<file path="config.mk">
export PLATFORM = sky130hd
export DESIGN_NAME = mul_hilo_ctrl
export DESIGN_NICKNAME = d
export VERILOG_FILES = /design/src/rtl/mul_hilo_ctrl.sv
export SDC_FILE = /design/constraint.sdc
export NUM_CORES = 1
export LEC_CHECK = 0
export CORE_UTILIZATION = 38
export CTS_CLUSTER_SIZE = 25
export DETAILED_ROUTE_END_ITERATION = 12
export PLACE_DENSITY_LB_ADDON = 0.05
export SYNTH_ARGS = -nofsm -noshare
export SYNTH_HDL_FRONTEND = slang
export SYNTH_SLANG_ARGS = --single-unit
</file>
<file path="constraint.sdc">
create_clock -name clk -period 1.6 [get_ports clk]
set_input_delay 0.32 -clock clk [delete_from_list [all_inputs] [get_ports clk]]
set_output_delay 0.32 -clock clk [all_outputs]
set_load 0.01 [all_outputs]
</file>
<file path="src/rtl/mul_hilo_ctrl.sv">
// mul_hilo_ctrl: HI/LO sequencing around an external unsigned multiplier.
// Define MUL_SIGNED_EN to enable signed operands; otherwise op_signed is ignored.
module mul_hilo_ctrl #(
  parameter int LATENCY = 2
) (
  input  logic        clk,
  input  logic        rst,
  input  logic        start,
  input  logic        op_signed,
  input  logic [31:0] a,
  input  logic [31:0] b,
  input  logic [31:0] mul_lo,
  input  logic [31:0] mul_hi,
  output logic [31:0] mul_a,
  output logic [31:0] mul_b,
  input  logic        hilo_we,
  input  logic        hilo_sel,
  input  logic [31:0] hilo_wdata,
  output logic [31:0] hi,
  output logic [31:0] lo,
  output logic        busy,
  output logic        done
);
  typedef enum logic [1:0] {IDLE, WAIT, DONE} state_t;
  state_t state, next;
  logic [3:0] cnt;
  logic neg, sgn, last, load;
  logic [31:0] mag_a, mag_b;
  logic [63:0] prod;
`ifdef MUL_SIGNED_EN
  assign sgn = op_signed;
`else
  assign sgn = op_signed & 1'b0;
`endif
  // negating 0x80000000 wraps back to itself, which is the required magnitude
  assign mag_a = (sgn & a[31]) ? -a : a;
  assign mag_b = (sgn & b[31]) ? -b : b;
  assign prod  = {mul_hi, mul_lo};
  assign load  = (state == IDLE) && start;
  assign last  = (state == WAIT) && (cnt == 4'(LATENCY - 1));
  assign busy  = state != IDLE;
  assign done  = state == DONE;
  always_comb begin
    next = IDLE;
    next = state == IDLE ? (start ? WAIT : IDLE) :
           state == WAIT ? (last ? DONE : WAIT) : IDLE;
  end
  always_ff @(posedge clk or negedge rst)
    if (!rst) state <= IDLE;
    else state <= next;
  always_ff @(posedge clk or negedge rst)
    if (!rst) begin
      cnt   <= '0;
      neg   <= 1'b0;
      mul_a <= '0;
      mul_b <= '0;
      hi    <= '0;
      lo    <= '0;
    end else begin
      if (load) begin
        mul_a <= mag_a;
        mul_b <= mag_b;
        neg   <= sgn & (a[31] ^ b[31]);
        cnt   <= '0;
      end else if (state == IDLE && hilo_we) begin
        if (hilo_sel) hi <= hilo_wdata;
        else lo <= hilo_wdata;
      end
      if (state == WAIT) cnt <= cnt + 4'd1;
      if (last) {hi, lo} <= neg ? -prod : prod;
    end
endmodule
</file>
### Word-level counts from Yosys, hierarchy flattened

Cells that the tools add are included.

| storage, ports and cells | value |
|---|---|
| bits in registers | 134 |
| input port bits | 166 |
| word-level logic and storage cells | 36 |

| cells by class | value |
|---|---|
| $add $sub $neg | 1 |
| equality and inequality tests | 5 |
| mux-type cells | 14 |
| reductions and logical operators | 10 |

Operators by type and width:

| kind | count |
|---|---|
| $mux 32 | 8 |
| $mux 4 | 2 |
| $reduce_bool 2->1 | 4 |
| $mux 2 | 3 |
| $reduce_and 3->1 | 2 |
| $add 4x1->4 const B | 1 |
| $eq 4x1->1 const B | 1 |
| $logic_and 1x1->1 | 3 |
| $eq 2x1->1 const B | 1 |
| $eq 2x2->1 const B | 1 |
| $logic_not 2->1 | 1 |
| $ne 2x1->1 const B | 1 |
| $ne 2x2->1 const B | 1 |
| $mux 1 | 1 |

### Depth between registers and ports, before layout

| logic depth | value |
|---|---|
| depth in word-level cells | 5 |
| depth in mapped cells | 7 |

### Worst setup path before layout

OpenSTA, ideal clock, no wires.

| timing path | value |
|---|---|
| path type | reg2reg |
| start point | register cnt[1] |
| end point | register lo[10] |
| setup time | 0.128 ns |
| arrival | 1.543 ns |
| slack | -0.071 ns |
| stages on the path, launching flop included | 8 |
| buffers on the path | 2 |
| clock period less this slack | 1.671 ns |
| cells stage by stage | dfrtp_1 > inv_1 > ha_1 > or3b_1 > buf_2 > clkbuf_1 > o32ai_1 > nor3_1 |

| on the way | value |
|---|---|
| cells in the longest elaborated chain, start to end | 4 |

RTL lines:

| what | RTL line | text |
|---|---|---|
| from (decl) | 26 | `logic [3:0] cnt;` |
| from (signal assigned) | 69 | `if (state == WAIT) cnt <= cnt + 4'd1;` |
| $eq 4x1->1 * | 40 | `assign last = (state == WAIT) && (cnt == 4'(LATENCY - 1));` |
| $logic_and 1x1->1 * | 40 |  |
| $ne 2x2->1 (no source line), or another cell as far along | - |  |
| $reduce_and 3->1 (no source line) | - |  |
| to (signal assigned) | 67 | `else lo <= hilo_wdata;` |
| to (signal assigned) | 70 | `if (last) {hi, lo} <= neg ? -prod : prod;` |
| to (decl) | 20 | `output logic [31:0] lo,` |

Mark *: on every way between the ends. The rest lies on a longest branch, timed or not.
A chain may end at the register's enable or synchronous reset.

### Final worst setup path

| timing path | value |
|---|---|
| start point | register cnt[1] |
| end point | register hi[29] |

| on the way | value |
|---|---|
| cells in the longest elaborated chain, start to end | 4 |

RTL lines:

| what | RTL line | text |
|---|---|---|
| $eq 4x1->1 * | 40 |  |
| $logic_and 1x1->1 * | 40 |  |
| $ne 2x2->1 (no source line) / $reduce_bool 2->1 (equally long branches) | - |  |
| $reduce_and 3->1 (no source line) | - |  |
| to (signal assigned) | 66 | `if (hilo_sel) hi <= hilo_wdata;` |
| to (signal assigned) | 70 |  |
| to (decl) | 19 | `output logic [31:0] hi,` |

Marked as above.

==> flow_metrics.tcl <==
set metrics [dict create \
    cellPowerDensity_mw_per_mm2 2010 \
    yosys_warnings 0 \
    design.core.area_mm2 0.0167 \
    nFillCells 1331 \
    path_class "register to register" \
    path_cells "inv_1 -> ha_1 -> or3b_4 -> buf_6 -> o32ai_1 -> nor3_1" \
    max_freq_mhz 589 \
    vias 6684 \
    yosys_most_used_dff "dfrtp_1" \
    fin_nets 1160 \
    wl_per_cell_um 19.6 \
    first_global_vias 6949 \
    grt_pass1_wl_mm 36.6 \
    syn_to_final_growth_pct 74.5 \
    dieHeight_um 133 \
    die_area_mm2 0.0177 \
    finalCriticalPeriod_ps 1700 \
    clk_pin_slew_ps 60 \
    grt_setup_unrepaired "true" \
    yosysUniqueCellTypes 31 \
    routed_via_density 5.46 \
    drv_cap 0 \
    grt_overflow_total 0 \
    drt-initial-drc-count 403 \
    dr.pass1.iters 5 \
    synthTopCellsByArea "dfrtp_1 (51%), nand2_1 (11%), o32ai_1 (8.4%)" \
    grt_usage 0.264 \
    netlist_area_mm2 0.00653 \
    htreeDepth 4 \
    required_ps 1890 \
    io_buffer_count 294 \
    clk_latency_ps 420 \
    worst_path_largest_cell_delay_ps 460 \
    cts_tree "done" \
    ff2ff_path_depth 6 \
    cts_sinks 134 \
    die_w_um 133 \
    clock_skew_ps 8.33 \
    run_status "finished with violations" \
    tightestPinTransition_ps 382 \
    crit_path_end_kind "register" \
    setup_viol 65 \
    final_util 0.682 \
    synth_seq_cells 134 \
    worst_slack_ps -97.1 \
    regArea_mm2 0.00336 \
    async_flop_share 1.00 \
    synth.largest_area_cell "dfrtp_1" \
    seq_area_frac_synth 0.514 \
    antenna_found_initial 0 \
    diodes 0 \
    final_cell_area_mm2 0.0114 \
    multiInputGateArea_mm2 0.00337 \
    final_cell_mix "nand2_1 (192), clkdlybuf4s50_1 (163), dfrtp_1 (132)" \
    leakage_nw 5.04 \
    place.gp.congestion 0.769 \
    root_buffer "clkbuf_16" \
    netlist_instances 684 \
    relSlewSlack 0.745 \
    hold_viol 0 \
    finalSetupTns_ps -3720 \
    crit_fanout 12 \
    irDropWorstVdd_v 0.00110 \
    dp_hpwl_mm 15.3 \
    violations "negative setup slack" \
    worstSetupStartpointType "register" \
    layout_commonest_cell "nand2_1" \
    syn_avg_cell_area_um2 9.55 \
    antenna_left 0 \
    initial_core_util 0.391 \
    hp-class "primary input to asynchronous set/reset pin" \
    clockBufferDepth 2 \
    rows 47 \
    timing.final.crit_share 1.06 \
    cts_buffers 17 \
    syn_nets 852 \
    synth_top_area_frac 0.514 \
    worst_path_max_delay_cell "or3b_4" \
    arrival_ps 1990 \
    wl_mm 24.0 \
    drc 0 \
    placed_area_mm2 0.0104 \
    drive_gt1_frac 0.223 \
    io_pins 296 \
    drv_slew 0 \
    synth-edff-count 0 \
    grt_max_degree 51 \
]
==> logic make-up (layout without fill, tap and decap cells) <==
kind of cell,count (synthesis),in the layout,synth area share
and+or+nand+nor,339,340,0.256
DFF,134,134,0.514
AOI/OAI and AO/OA,132,132,0.164
buffers and inverters,76,396,0.0619
adders and majority gates,2,2,0.00383
muxes,1,1,0.00153
==> layout make-up <==
class	instances	area share
timing repair buffer	363	0.336
clock inverter	14	0.0111
inverter	1	0.000329
multi-input combinational	475	0.296
tap	220	0.0242
clock buffer	18	0.0386
sequential	134	0.295
==> power breakdown <==
group / total, mW / internal [mW] / switching [mW]
Sequential: 6.43 / 5.13 / 1.30
Combinational: 12.8 / 6.01 / 6.75
Clock: 3.75 / 2.19 / 1.57
==> synth_stat cells, types with 2 or more instances <==
library cell  number
a211oi_1          64
buf_1              2
buf_2             38
buf_4              3
buf_6              8
clkbuf_1          24
dfrtp_1          134
ha_1               2
nand2_1          193
nand3_1            3
nor2b_1            2
nor3_1            98
nor3_2            30
o21ai_1            3
o32ai_1           63
or3b_1             2
==> metal layers <==
| metal | routed length [um] | GRT usage | vias to the layer above |
|---|---|---|---|
| li1 | - | - | 3115 |
| met1 | 9360 | 0.322 | 3211 |
| met2 | 11900 | 0.437 | 312 |
| met3 | 2020 | 0.0719 | 46 |
| met4 | 684 | 0.117 | 0 |
| met5 | 0 | 0 | - |
==> registers in the layout, summed over array words and instances (netlist names) <==
register,cells
state,2
lo,32
cnt,4
hi,32
mul_b,32
mul_a,32
==> worst max-delay path, delay by kind of cell, from the launching register on <==
family / cells / cell delay (ps)
flip-flops: 1 / 370
adder cells (fa/ha/maj): 1 / 150
AND/OR/NAND/NOR: 2 / 540
AO/OA/AOI/OAI: 1 / 250
buffers and inverters: 2 / 250
==> path summary, 6_finish.rpt <==
check	slack, ps	from	end
setup / recovery	-100	cnt[1]	hi[29]
hold / removal	340	rst	lo[17]
setup reg to reg	-100	cnt[1]	hi[29]
hold reg to reg	470	mul_a[28]	mul_a[28]
max in group asynchronous	750	rst	hi[9]
min in group clk	430	b[22]	mul_b[22]
==> stage by stage <==
stage               std cells  power, mW  hold slack, ps  setup WS [ps]
CTS                      1213       22.1             325           -112
floorplan                 684       13.0            24.4          -17.5
detailed placement       1169       19.1             194           -327
global placement         1169       18.7             199           -278
global route             1225       24.3             344           -173
finish                   1225       22.9             336          -97.1
==> timing repair <==
item                                    in CTS  in global routing
pin swaps                                    8                 18
gates cloned                                 4                 10
setup buffers                                7                  2
endpoints found under the hold margin       20                  0
endpoints found under the setup margin     233                110
resized for setup                          159                 39
hold buffers                                 1                  0
Power figures use the tool's default switching activity.
